<file path="src/rtl/uart_pkg.sv">
// ============================================================================
// uart_pkg
// Shared definitions for the UART receive path.
//   - rx_state_t  : receiver frame states (IDLE..STOP)
//   - PAR_EVEN/ODD: encoding of the parity-type select input
//   - sampleFirst/sampleMid/decideCount: bit-counter values at which the line
//     is sampled and the majority decision is taken, derived from the
//     oversampling ratio
// ============================================================================
package uart_pkg;

    typedef enum logic [2:0] {
        IDLE,
        START,
        DATA,
        PARITY,
        STOP
    } rx_state_t;

    localparam logic PAR_EVEN = 1'b0;
    localparam logic PAR_ODD  = 1'b1;

    // First of the three samples, one count before mid-bit
    function automatic int sampleFirst(input int os);
        return os / 2 - 1;
    endfunction

    // Centre sample of the bit period
    function automatic int sampleMid(input int os);
        return os / 2;
    endfunction

    // Third sample; the majority vote is resolved on this count
    function automatic int decideCount(input int os);
        return os / 2 + 1;
    endfunction

endpackage

</file>
<file path="src/rtl/uart_rx_sampler.sv">
// ============================================================================
// uart_rx_sampler
// Bit-period counter plus three-sample majority vote for the UART receiver.
// Ports:
//   i_clk      : clock, rising edge
//   i_rst      : synchronous active-high reset
//   i_rx       : synchronized serial line
//   i_start    : start-edge seen while idle; counter loads 1 (edge cycle = 0)
//   i_clear    : receiver returning to idle; counter cleared to 0
//   i_run      : receiver is inside a frame; counter advances
//   o_bitVal   : majority of the three samples (valid with o_bitDone)
//   o_bitDone  : strobe on the decision count
//   o_bitEnd   : strobe on the last count of the bit period
// ============================================================================
module uart_rx_sampler
    import uart_pkg::*;
#(
    parameter int OVERSAMPLE = 8
) (
    input  logic i_clk,
    input  logic i_rst,
    input  logic i_rx,
    input  logic i_start,
    input  logic i_clear,
    input  logic i_run,
    output logic o_bitVal,
    output logic o_bitDone,
    output logic o_bitEnd
);

    localparam int CW = (OVERSAMPLE > 2) ? $clog2(OVERSAMPLE) : 1;

    localparam logic [CW-1:0] CNT_ONE    = CW'(1);
    localparam logic [CW-1:0] CNT_S0     = CW'(sampleFirst(OVERSAMPLE));
    localparam logic [CW-1:0] CNT_S1     = CW'(sampleMid(OVERSAMPLE));
    localparam logic [CW-1:0] CNT_DECIDE = CW'(decideCount(OVERSAMPLE));
    localparam logic [CW-1:0] CNT_LAST   = CW'(OVERSAMPLE - 1);

    logic [CW-1:0] r_cnt;
    logic          r_s0;
    logic          r_s1;

    // Bit-period counter. Clearing on return to idle has priority so a frame
    // ending on the stop-bit decision leaves the counter ready for the next
    // start edge, which loads 1 because the edge cycle itself is count 0.
    always_ff @(posedge i_clk) begin
        if (i_rst || i_clear) begin
            r_cnt <= '0;
        end else if (i_start) begin
            r_cnt <= CNT_ONE;
        end else if (i_run) begin
            r_cnt <= (r_cnt == CNT_LAST) ? '0 : r_cnt + CNT_ONE;
        end
    end

    // The first two votes are captured here; the third is the live line
    // value on the decision count, so the decision is known on that edge.
    always_ff @(posedge i_clk) begin
        if (i_rst) begin
            r_s0 <= 1'b1;
            r_s1 <= 1'b1;
        end else begin
            if (i_run && (r_cnt == CNT_S0)) begin
                r_s0 <= i_rx;
            end
            if (i_run && (r_cnt == CNT_S1)) begin
                r_s1 <= i_rx;
            end
        end
    end

    assign o_bitVal  = (r_s0 & r_s1) | (r_s0 & i_rx) | (r_s1 & i_rx);
    assign o_bitDone = i_run && (r_cnt == CNT_DECIDE);
    assign o_bitEnd  = i_run && (r_cnt == CNT_LAST);

endmodule

</file>
<file path="src/rtl/uart_rx_top.sv">
// ============================================================================
// uart_rx_top
// UART receiver: synchronizes the serial line, recovers start/data/parity/
// stop bits using an oversampled majority vote, and presents each good data
// word with a one-cycle valid strobe, or one-cycle error strobes otherwise.
// Ports:
//   CLK_TOP        : clock, rising edge
//   RST_TOP        : synchronous active-high reset
//   RX_IN_TOP      : asynchronous serial line, idles high
//   PAR_EN_TOP     : 1 = frame carries a parity bit (latched at frame start)
//   PAR_TYP_TOP    : 0 = even, 1 = odd parity (latched at frame start)
//   P_DATA_TOP     : last good data word, held between valid strobes
//   DATA_VALID_TOP : one-cycle strobe, good frame on P_DATA_TOP
//   PAR_ERR_TOP    : one-cycle strobe, parity mismatch
//   STP_ERR_TOP    : one-cycle strobe, stop bit sampled low
// ============================================================================
module uart_rx_top
    import uart_pkg::*;
#(
    parameter int WIDTH      = 8,
    parameter int OVERSAMPLE = 8
) (
    input  logic             CLK_TOP,
    input  logic             RST_TOP,
    input  logic             RX_IN_TOP,
    input  logic             PAR_EN_TOP,
    input  logic             PAR_TYP_TOP,
    output logic [WIDTH-1:0] P_DATA_TOP,
    output logic             DATA_VALID_TOP,
    output logic             PAR_ERR_TOP,
    output logic             STP_ERR_TOP
);

    localparam int             IW       = (WIDTH > 1) ? $clog2(WIDTH) : 1;
    localparam logic [IW-1:0]  IDX_LAST = IW'(WIDTH - 1);
    localparam logic [IW-1:0]  IDX_ONE  = IW'(1);

    logic             r_sync1;
    logic             r_sync2;
    logic             w_rxS;

    rx_state_t        r_state;
    rx_state_t        w_nextState;
    logic             w_startFrame;
    logic             w_goIdle;
    logic             w_run;

    logic             w_bitVal;
    logic             w_bitDone;
    logic             w_bitEnd;

    logic             r_parEn;
    logic             r_parTyp;
    logic             r_parErr;
    logic [IW-1:0]    r_bitIdx;
    logic [WIDTH-1:0] r_shift;
    logic             w_parExpected;

    // Two-flop synchronizer; both stages reset high so reset never looks
    // like a start edge.
    always_ff @(posedge CLK_TOP) begin
        if (RST_TOP) begin
            r_sync1 <= 1'b1;
            r_sync2 <= 1'b1;
        end else begin
            r_sync1 <= RX_IN_TOP;
            r_sync2 <= r_sync1;
        end
    end

    assign w_rxS = r_sync2;
    assign w_run = (r_state != IDLE);

    uart_rx_sampler #(
        .OVERSAMPLE (OVERSAMPLE)
    ) u_sampler (
        .i_clk      (CLK_TOP),
        .i_rst      (RST_TOP),
        .i_rx       (w_rxS),
        .i_start    (w_startFrame),
        .i_clear    (w_goIdle),
        .i_run      (w_run),
        .o_bitVal   (w_bitVal),
        .o_bitDone  (w_bitDone),
        .o_bitEnd   (w_bitEnd)
    );

    // State register
    always_ff @(posedge CLK_TOP) begin
        if (RST_TOP) begin
            r_state <= IDLE;
        end else begin
            r_state <= w_nextState;
        end
    end

    // Next-state logic. Leaving STOP on the decision count rather than at the
    // end of the bit lets a start edge in the second half of the stop bit be
    // caught, which is what keeps back-to-back frames aligned.
    always_comb begin
        w_nextState  = r_state;
        w_startFrame = 1'b0;
        w_goIdle     = 1'b0;
        case (r_state)
            IDLE: begin
                if (!w_rxS) begin
                    w_nextState  = START;
                    w_startFrame = 1'b1;
                end
            end
            START: begin
                if (w_bitDone && w_bitVal) begin
                    w_nextState = IDLE;
                    w_goIdle    = 1'b1;
                end else if (w_bitEnd) begin
                    w_nextState = DATA;
                end
            end
            DATA: begin
                if (w_bitEnd && (r_bitIdx == IDX_LAST)) begin
                    w_nextState = r_parEn ? PARITY : STOP;
                end
            end
            PARITY: begin
                if (w_bitEnd) begin
                    w_nextState = STOP;
                end
            end
            STOP: begin
                if (w_bitDone) begin
                    w_nextState = IDLE;
                    w_goIdle    = 1'b1;
                end
            end
            default: begin
                w_nextState = IDLE;
                w_goIdle    = 1'b1;
            end
        endcase
    end

    assign w_parExpected = (^r_shift) ^ (r_parTyp == PAR_ODD);

    // Per-frame datapath: parity mode is frozen at the start edge so changes
    // on the inputs mid-frame have no effect. Data arrives LSB first, so
    // each decided bit enters at the top and moves down.
    always_ff @(posedge CLK_TOP) begin
        if (RST_TOP) begin
            r_parEn  <= 1'b0;
            r_parTyp <= PAR_EVEN;
            r_parErr <= 1'b0;
            r_bitIdx <= '0;
            r_shift  <= '0;
        end else begin
            if (w_startFrame) begin
                r_parEn  <= PAR_EN_TOP;
                r_parTyp <= PAR_TYP_TOP;
                r_parErr <= 1'b0;
                r_bitIdx <= '0;
            end
            if ((r_state == DATA) && w_bitDone) begin
                r_shift <= WIDTH'({w_bitVal, r_shift} >> 1);
            end
            if ((r_state == DATA) && w_bitEnd) begin
                r_bitIdx <= r_bitIdx + IDX_ONE;
            end
            if ((r_state == PARITY) && w_bitDone) begin
                r_parErr <= (w_bitVal != w_parExpected);
            end
        end
    end

    // Registered outputs. Strobes default low every cycle; the stop-bit
    // decision produces the frame result, and the data word only moves on
    // a fully good frame.
    always_ff @(posedge CLK_TOP) begin
        if (RST_TOP) begin
            P_DATA_TOP     <= '0;
            DATA_VALID_TOP <= 1'b0;
            PAR_ERR_TOP    <= 1'b0;
            STP_ERR_TOP    <= 1'b0;
        end else begin
            DATA_VALID_TOP <= 1'b0;
            PAR_ERR_TOP    <= 1'b0;
            STP_ERR_TOP    <= 1'b0;
            if ((r_state == STOP) && w_bitDone) begin
                PAR_ERR_TOP <= r_parErr;
                STP_ERR_TOP <= !w_bitVal;
                if (w_bitVal && !r_parErr) begin
                    DATA_VALID_TOP <= 1'b1;
                    P_DATA_TOP     <= r_shift;
                end
            end
        end
    end

endmodule
</file>
<file path="config.mk">
export PLATFORM = sky130hd
export DESIGN_NAME = uart_rx_top
export DESIGN_NICKNAME = d
export VERILOG_FILES = /design/src/rtl/uart_pkg.sv /design/src/rtl/uart_rx_sampler.sv /design/src/rtl/uart_rx_top.sv
export SDC_FILE = /design/constraint.sdc
export NUM_CORES = 1
export LEC_CHECK = 0
export BUFFER_PORTS_ARGS = -buffer_cell sky130_fd_sc_hd__buf_2
export CORE_ASPECT_RATIO = 2
export CORE_UTILIZATION = 30
export CTS_CLUSTER_DIAMETER = 100
export DETAILED_ROUTE_END_ITERATION = 10
export PLACE_DENSITY = 0.45
export SYNTH_ARGS = -nofsm -noshare
export SYNTH_HDL_FRONTEND = slang
export SYNTH_SLANG_ARGS = --single-unit
</file>
<file path="constraint.sdc">
create_clock -name CLK_TOP -period 4.2 [get_ports CLK_TOP]
set_clock_uncertainty 0.05 [all_clocks]
set_input_delay 0.42 -clock CLK_TOP [delete_from_list [all_inputs] [get_ports CLK_TOP]]
set_output_delay 0.42 -clock CLK_TOP [all_outputs]
set_load 0.005 [all_outputs]
</file>
Word-level counts from Yosys, hierarchy flattened
Cells that the tools add are included.

operators by class
  div/mod/pow operators = 0
  bitwise logic cells = 7
  shift operators = 0
  multiply operators = 0
  muxes and demuxes = 21
  add/sub/neg operators = 2
  order comparisons = 0
  equality and inequality tests = 15
  reductions and logical operators = 25

operators by type and width
  cell                   number
  $mux W3                10
  $eq A3 B3 Y1 const B   5
  $pmux W3 S5            1
  $logic_and A1 B1 Y1    11
  $eq A3 B2 Y1 const B   3
  $mux W1                9
  $ne A2 B2 Y1 const B   4
  $reduce_xor A8 Y1      1
  $add A3 B1 Y3 const B  2
  $reduce_bool A2 Y1     3
  $reduce_and A5 Y1      1
  $reduce_or A2 Y1       2
  $and A1 B1 Y1          3
  $eq A3 B1 Y1 const B   1
  $logic_not A3 Y1       1
  $ne A3 B3 Y1 const B   1
  $pmux W1 S3            1
  $reduce_bool A3 Y1     1
  $reduce_or A3 Y1       1
  $logic_not A1 Y1       2
  $or A1 B1 Y1           2
  $reduce_and A2 Y1      1
  $logic_or A1 B1 Y1     1
  $ne A1 B1 Y1           1
  other kinds (2)        2

word-level totals
  bits in writable memories = 0
  output and inout port bits = 11
  memory bits (read-only) = 0
  latch bits = 0
  memories kept = 0
  bits in registers = 35

Logic depth before layout (Yosys ltp)
  word-level depth = 8
  mapped depth = 8
  depth with buffers taken out = 6

Cells and area by module
Synthesis repeated with hierarchy kept, for this count alone.

second synthesis, totals
  cells, all modules = 177
  area, all modules = 1681.6 µm²

modules (own cells, without submodules)
  module           cells each  area an instance (µm²)  sequential area each (µm²)  instances
  uart_rx_top      144         1360.1                  600.6                       1
  uart_rx_sampler  33          321.6                   100.1                       1

Least setup slack after synthesis
No wires, ideal clock.

  kind = reg2reg
  start point = register u_sampler.r_cnt[0]
  end point = register r_state[2]
  setup time = 0.071 ns
  arrival time = 1.487 ns
  required time = 4.079 ns
  slack = 2.592 ns
  clock period less this slack = 1.608 ns
  stages on the path, launching flop included = 7
  cell sequence = dfxtp_1 ha_1 ha_1 o21ai_0 and2_1 a2111o_1 a21oi_1

on the way
  word-level cells in the longest chain between the ends = 5

RTL lines
  what                                                               line                                          source
  start, declared                                                    uart_rx_sampler.sv:39                         logic [CW-1:0] r_cnt;
  start signal, assigned                                             uart_rx_sampler.sv:52                         r_cnt <= (r_cnt == CNT_LAST) ? '0 : r_cnt + CNT_ONE;
  $eq A3 B3 Y1 (on tied branches)                                    uart_rx_sampler.sv:73, uart_rx_sampler.sv:74
  $logic_and A1 B1 Y1 (on tied branches)                             uart_rx_sampler.sv:73, uart_rx_sampler.sv:74
  $logic_and A1 B1 Y1 (on tied branches)                             uart_rx_top.sv:112, uart_rx_top.sv:120
  $ne A3 B3 Y1 (no line) (tied with other cells)                     --
  $reduce_and A5 Y1 (no line) / $pmux W3 S5 (equally long branches)  --
  end signal, assigned                                               uart_rx_top.sv:93                             r_state <= w_nextState;
  end, declared                                                      uart_rx_top.sv:42                             rx_state_t r_state;

Parallel ways exist; a longest one is shown, timed or not.
A chain may end at the register's enable or synchronous reset.

Worst setup path in the final report
  start point = register r_state[2]
  end point = register P_DATA_TOP[4]

on the way
  word-level cells in the longest chain between the ends = 4

RTL lines
  what                             line                   source
  $reduce_bool A3 Y1               uart_rx_top.sv:72      assign w_run = (r_state != IDLE);
  $logic_and A1 B1 Y1              uart_rx_sampler.sv:73  assign o_bitDone = i_run && (r_cnt == CNT_DECIDE);
  $logic_and A1 B1 Y1 (*)          uart_rx_top.sv:186     if ((r_state == STOP) && w_bitDone) begin
  $reduce_and A2 Y1 (no line) (*)  --
  end signal, assigned             uart_rx_top.sv:191     P_DATA_TOP <= r_shift;
  end, declared                    uart_rx_top.sv:28      output logic [WIDTH-1:0] P_DATA_TOP,

Mark *: on every way between the ends. The rest lies on a longest branch, timed or not.

==> flow_summary.yaml <==
critical_path:
  crit_path_end: "P_DATA_TOP[4]$_SDFFE_PP0P_"
  reg2reg_slack_ns: 2.26
  r2r_cells: 4
  timing.rr.end: "P_DATA_TOP[4]$_SDFFE_PP0P_"
  cp.required_ns: 4.30
  cp.arrival_ns: 2.05
  crit_path_max_incr_delay_ns: 0.65
  crit_chain: "nor4b_1 > nand3_1 > mux2i_1 > nor2_1"
  reg2reg_from: "r_state[2]$_SDFFE_PP0P_"
  crit_fanout: 17
  crit_type: "register to register"
  cp.depth: 4
  crit_path_end_kind: "register"
  worst_path_max_delay_cell: "dfxtp_1"
  critical-path-top-delay-family: "simple AND/OR/NAND/NOR gates"
  cp_num_buf_inv: 0
  crit_path_start_kind: "register"
  critical_path.startpoint: "r_state[2]$_SDFFE_PP0P_"
drt:
  drc: 0
  drt-wirelength-per-cell_um: 13.9
  totalWireLength_um: 3390
  avgViaCountPerCell: 5.10
  drtPass1Iterations: 4
  vias: 1244
  drt_iter0_markers: 21
  ant_nets: 0
timing:
  fin_crit_ns: 1.94
  worst_pin_slew_ns: 0.666
  fin_hold_ws_ns: 0.265
  setup_ws_ns: 2.26
  setup_viol: 0
  rsz0062_at_grt: "false"
  hold_viol_final: 0
  maxSlewHeadroom: 0.552
  fmax_ghz: 0.514
  period_share: 0.463
  tns_ns: 0
  drv_slew: 0
place:
  gp_congestion: 0.696
  io_buffers: 15
  hpwlAfterDp_um: 2490
  placed_cells: 236
  place_ws_ns: 2.25
clock_tree:
  clkSinkCount: 35
  clock_latency_ns: 0.28
  tritoncts: "built"
  cts_hold_buf: 0
  cts_root_buffer: "clkbuf_8"
  cts_buffers: 5
  cts_resized: 0
  path_clk_slew_ns: 0.07
  cts_setup_buffers: 0
  cts_max_path_buffers: 2
  htree_num_levels: 2
synthesis:
  synthDistinctLibCells: 41
  syn-cell-area_um2: 1630
  yosys_warnings: 0
  synth_edf_count: 0
  synth_seq_area_share: 0.430
  syn-num-nets: 186
  synth-async-reset-ratio: 0
  synthFlopType: "dfxtp_1"
  synth_top_area_frac: 0.430
  yosys-top-cells-area: "dfxtp_1 (43%), mux2i_1 (10%), nor2_1 (5.5%)"
  synth_cells: 174
  ys_ff_latch: 35
  synth_largest_area_cell: "dfxtp_1"
  syn_area_per_cell_um2: 9.36
die:
  fp-row-count: 37
  core_area_um2: 5180
  die_y_um: 106
  io-pin-count: 16
  dieArea_um2: 5750
  dieWidth_um: 54.1
  start_util: 0.314
min_path:
  hp-start: "RX_IN_TOP"
  min_path_type: "input port to register"
global_routing:
  grt_max_degree: 37
  grt_antenna_before_repair: 0
  track_usage: 0.134
  first_global_vias: 1291
  grt_overflow: 0
  grt_first_pass_wirelength_um: 5580
run:
  max_cap_viol_count: 0
power_and_ir_drop:
  clkPwrFrac: 0.428
  internal_power_mw: 0.535
  p_switching_mw: 0.169
  pwr-share-comb: 0.071
  sw_frac_of_total: 0.241
  power_frac_seq: 0.501
  powerDensity_nw_per_um2: 384
  leakage_nw: 0.791
  ir_drop_uv: 301
run_status:
  status: "completed"
final_layout:
  final_common_cell: "dfxtp_1"
  layout_common_cells: "dfxtp_1 (35), nor2_1 (24), mux2i_1 (17)"
  diodes: 0
  ff_latch_area_um2: 701
  fillers: 556
  multiInputGateArea_um2: 852
  drive_gt1_frac: 0.156
  layout.cells.non_filler: 244
  areaGrowthSynthToFinish_pct: 12.4
  nets: 197
[per-stage QoR]
step	instance area [µm²]	total power [mW]	util
after floorplan	1630	0.396	-
after global placement	1720	0.407	0.332
after detailed placement	1720	0.410	0.332
after CTS	1830	0.714	0.353
after global routing	1830	0.733	0.353
final	1830	0.704	0.353
[layout make-up]
type	count	area share
Inverter	5	0.0102
Clock inverter	3	0.0239
Clock buffer	5	0.0376
Sequential cell	35	0.383
Timing Repair Buffer	15	0.0410
Multi-Input combinational cell	123	0.465
Tap cell	58	0.0396
[sequential cells by signal, summed over array words and instances, names as in the netlist]
name	cells
u_sampler.r_s0	1
u_sampler.r_s1	1
r_parEn	1
r_parTyp	1
PAR_ERR_TOP	1
STP_ERR_TOP	1
r_shift	8
r_bitIdx	3
r_parErr	1
r_sync2	1
P_DATA_TOP	8
u_sampler.r_cnt	3
r_sync1	1
r_state	3
DATA_VALID_TOP	1
[worst min path at each step]
stage                              end  cells after the start
floorplan           r_sync2$_SDFF_PP1_                      1
global placement    r_sync2$_SDFF_PP1_                      1
CTS                 r_sync1$_SDFF_PP1_                      2
global route        r_sync1$_SDFF_PP1_                      2
detailed placement  r_sync2$_SDFF_PP1_                      1
finish              r_sync1$_SDFF_PP1_                      2
[cell usage after synthesis (2+ instances only)]
| library cell | number |
|---|---|
| nor2_1 | 24 |
| ha_1 | 7 |
| dfxtp_1 | 35 |
| inv_1 | 5 |
| xor2_1 | 3 |
| nand3_1 | 8 |
| mux2i_1 | 17 |
| nor3b_1 | 2 |
| o21ai_0 | 4 |
| and2_1 | 2 |
| nand2b_1 | 2 |
| nor2b_1 | 3 |
| buf_2 | 4 |
| a21oi_1 | 12 |
| nand2_1 | 7 |
| a31oi_1 | 2 |
| or2_2 | 2 |
| nor3_1 | 6 |
| xnor2_1 | 3 |
| clkbuf_1 | 5 |
[cells by family (layout without fill, tap and decap cells)]
| family | count (synthesis) | in the layout | synth area share |
|---|---|---|---|
| AO/OA/AOI/OAI | 25 | 25 | 0.0975 |
| buffers and inverters | 16 | 28 | 0.0469 |
| flip-flops | 35 | 35 | 0.430 |
| XOR/XNOR | 8 | 8 | 0.0561 |
| AND/OR/NAND/NOR | 65 | 65 | 0.203 |
| multiplexers | 17 | 17 | 0.104 |
| adder cells (fa/ha/maj) | 8 | 8 | 0.0622 |
[power groups by stage]
stage / Clock, mW / Sequential, mW / Combinational [mW]
after floorplan: 0 / 0.351 / 0.0449
after global placement: 0 / 0.359 / 0.0478
after detailed placement: 0 / 0.360 / 0.0500
after CTS: 0.311 / 0.352 / 0.0505
after global routing: 0.322 / 0.354 / 0.0569
final: 0.301 / 0.353 / 0.0500
[per-layer routing]
metal	part of all wire	wire [µm]	GRT usage	vias up
met4	0.032	109	0.0861	0
met3	0.022	74	0.0286	8
li1	-	-	-	622
met2	0.57	1920	0.246	16
met1	0.38	1290	0.121	598
met5	0	0	0	-
Power figures use the tool's default switching activity.
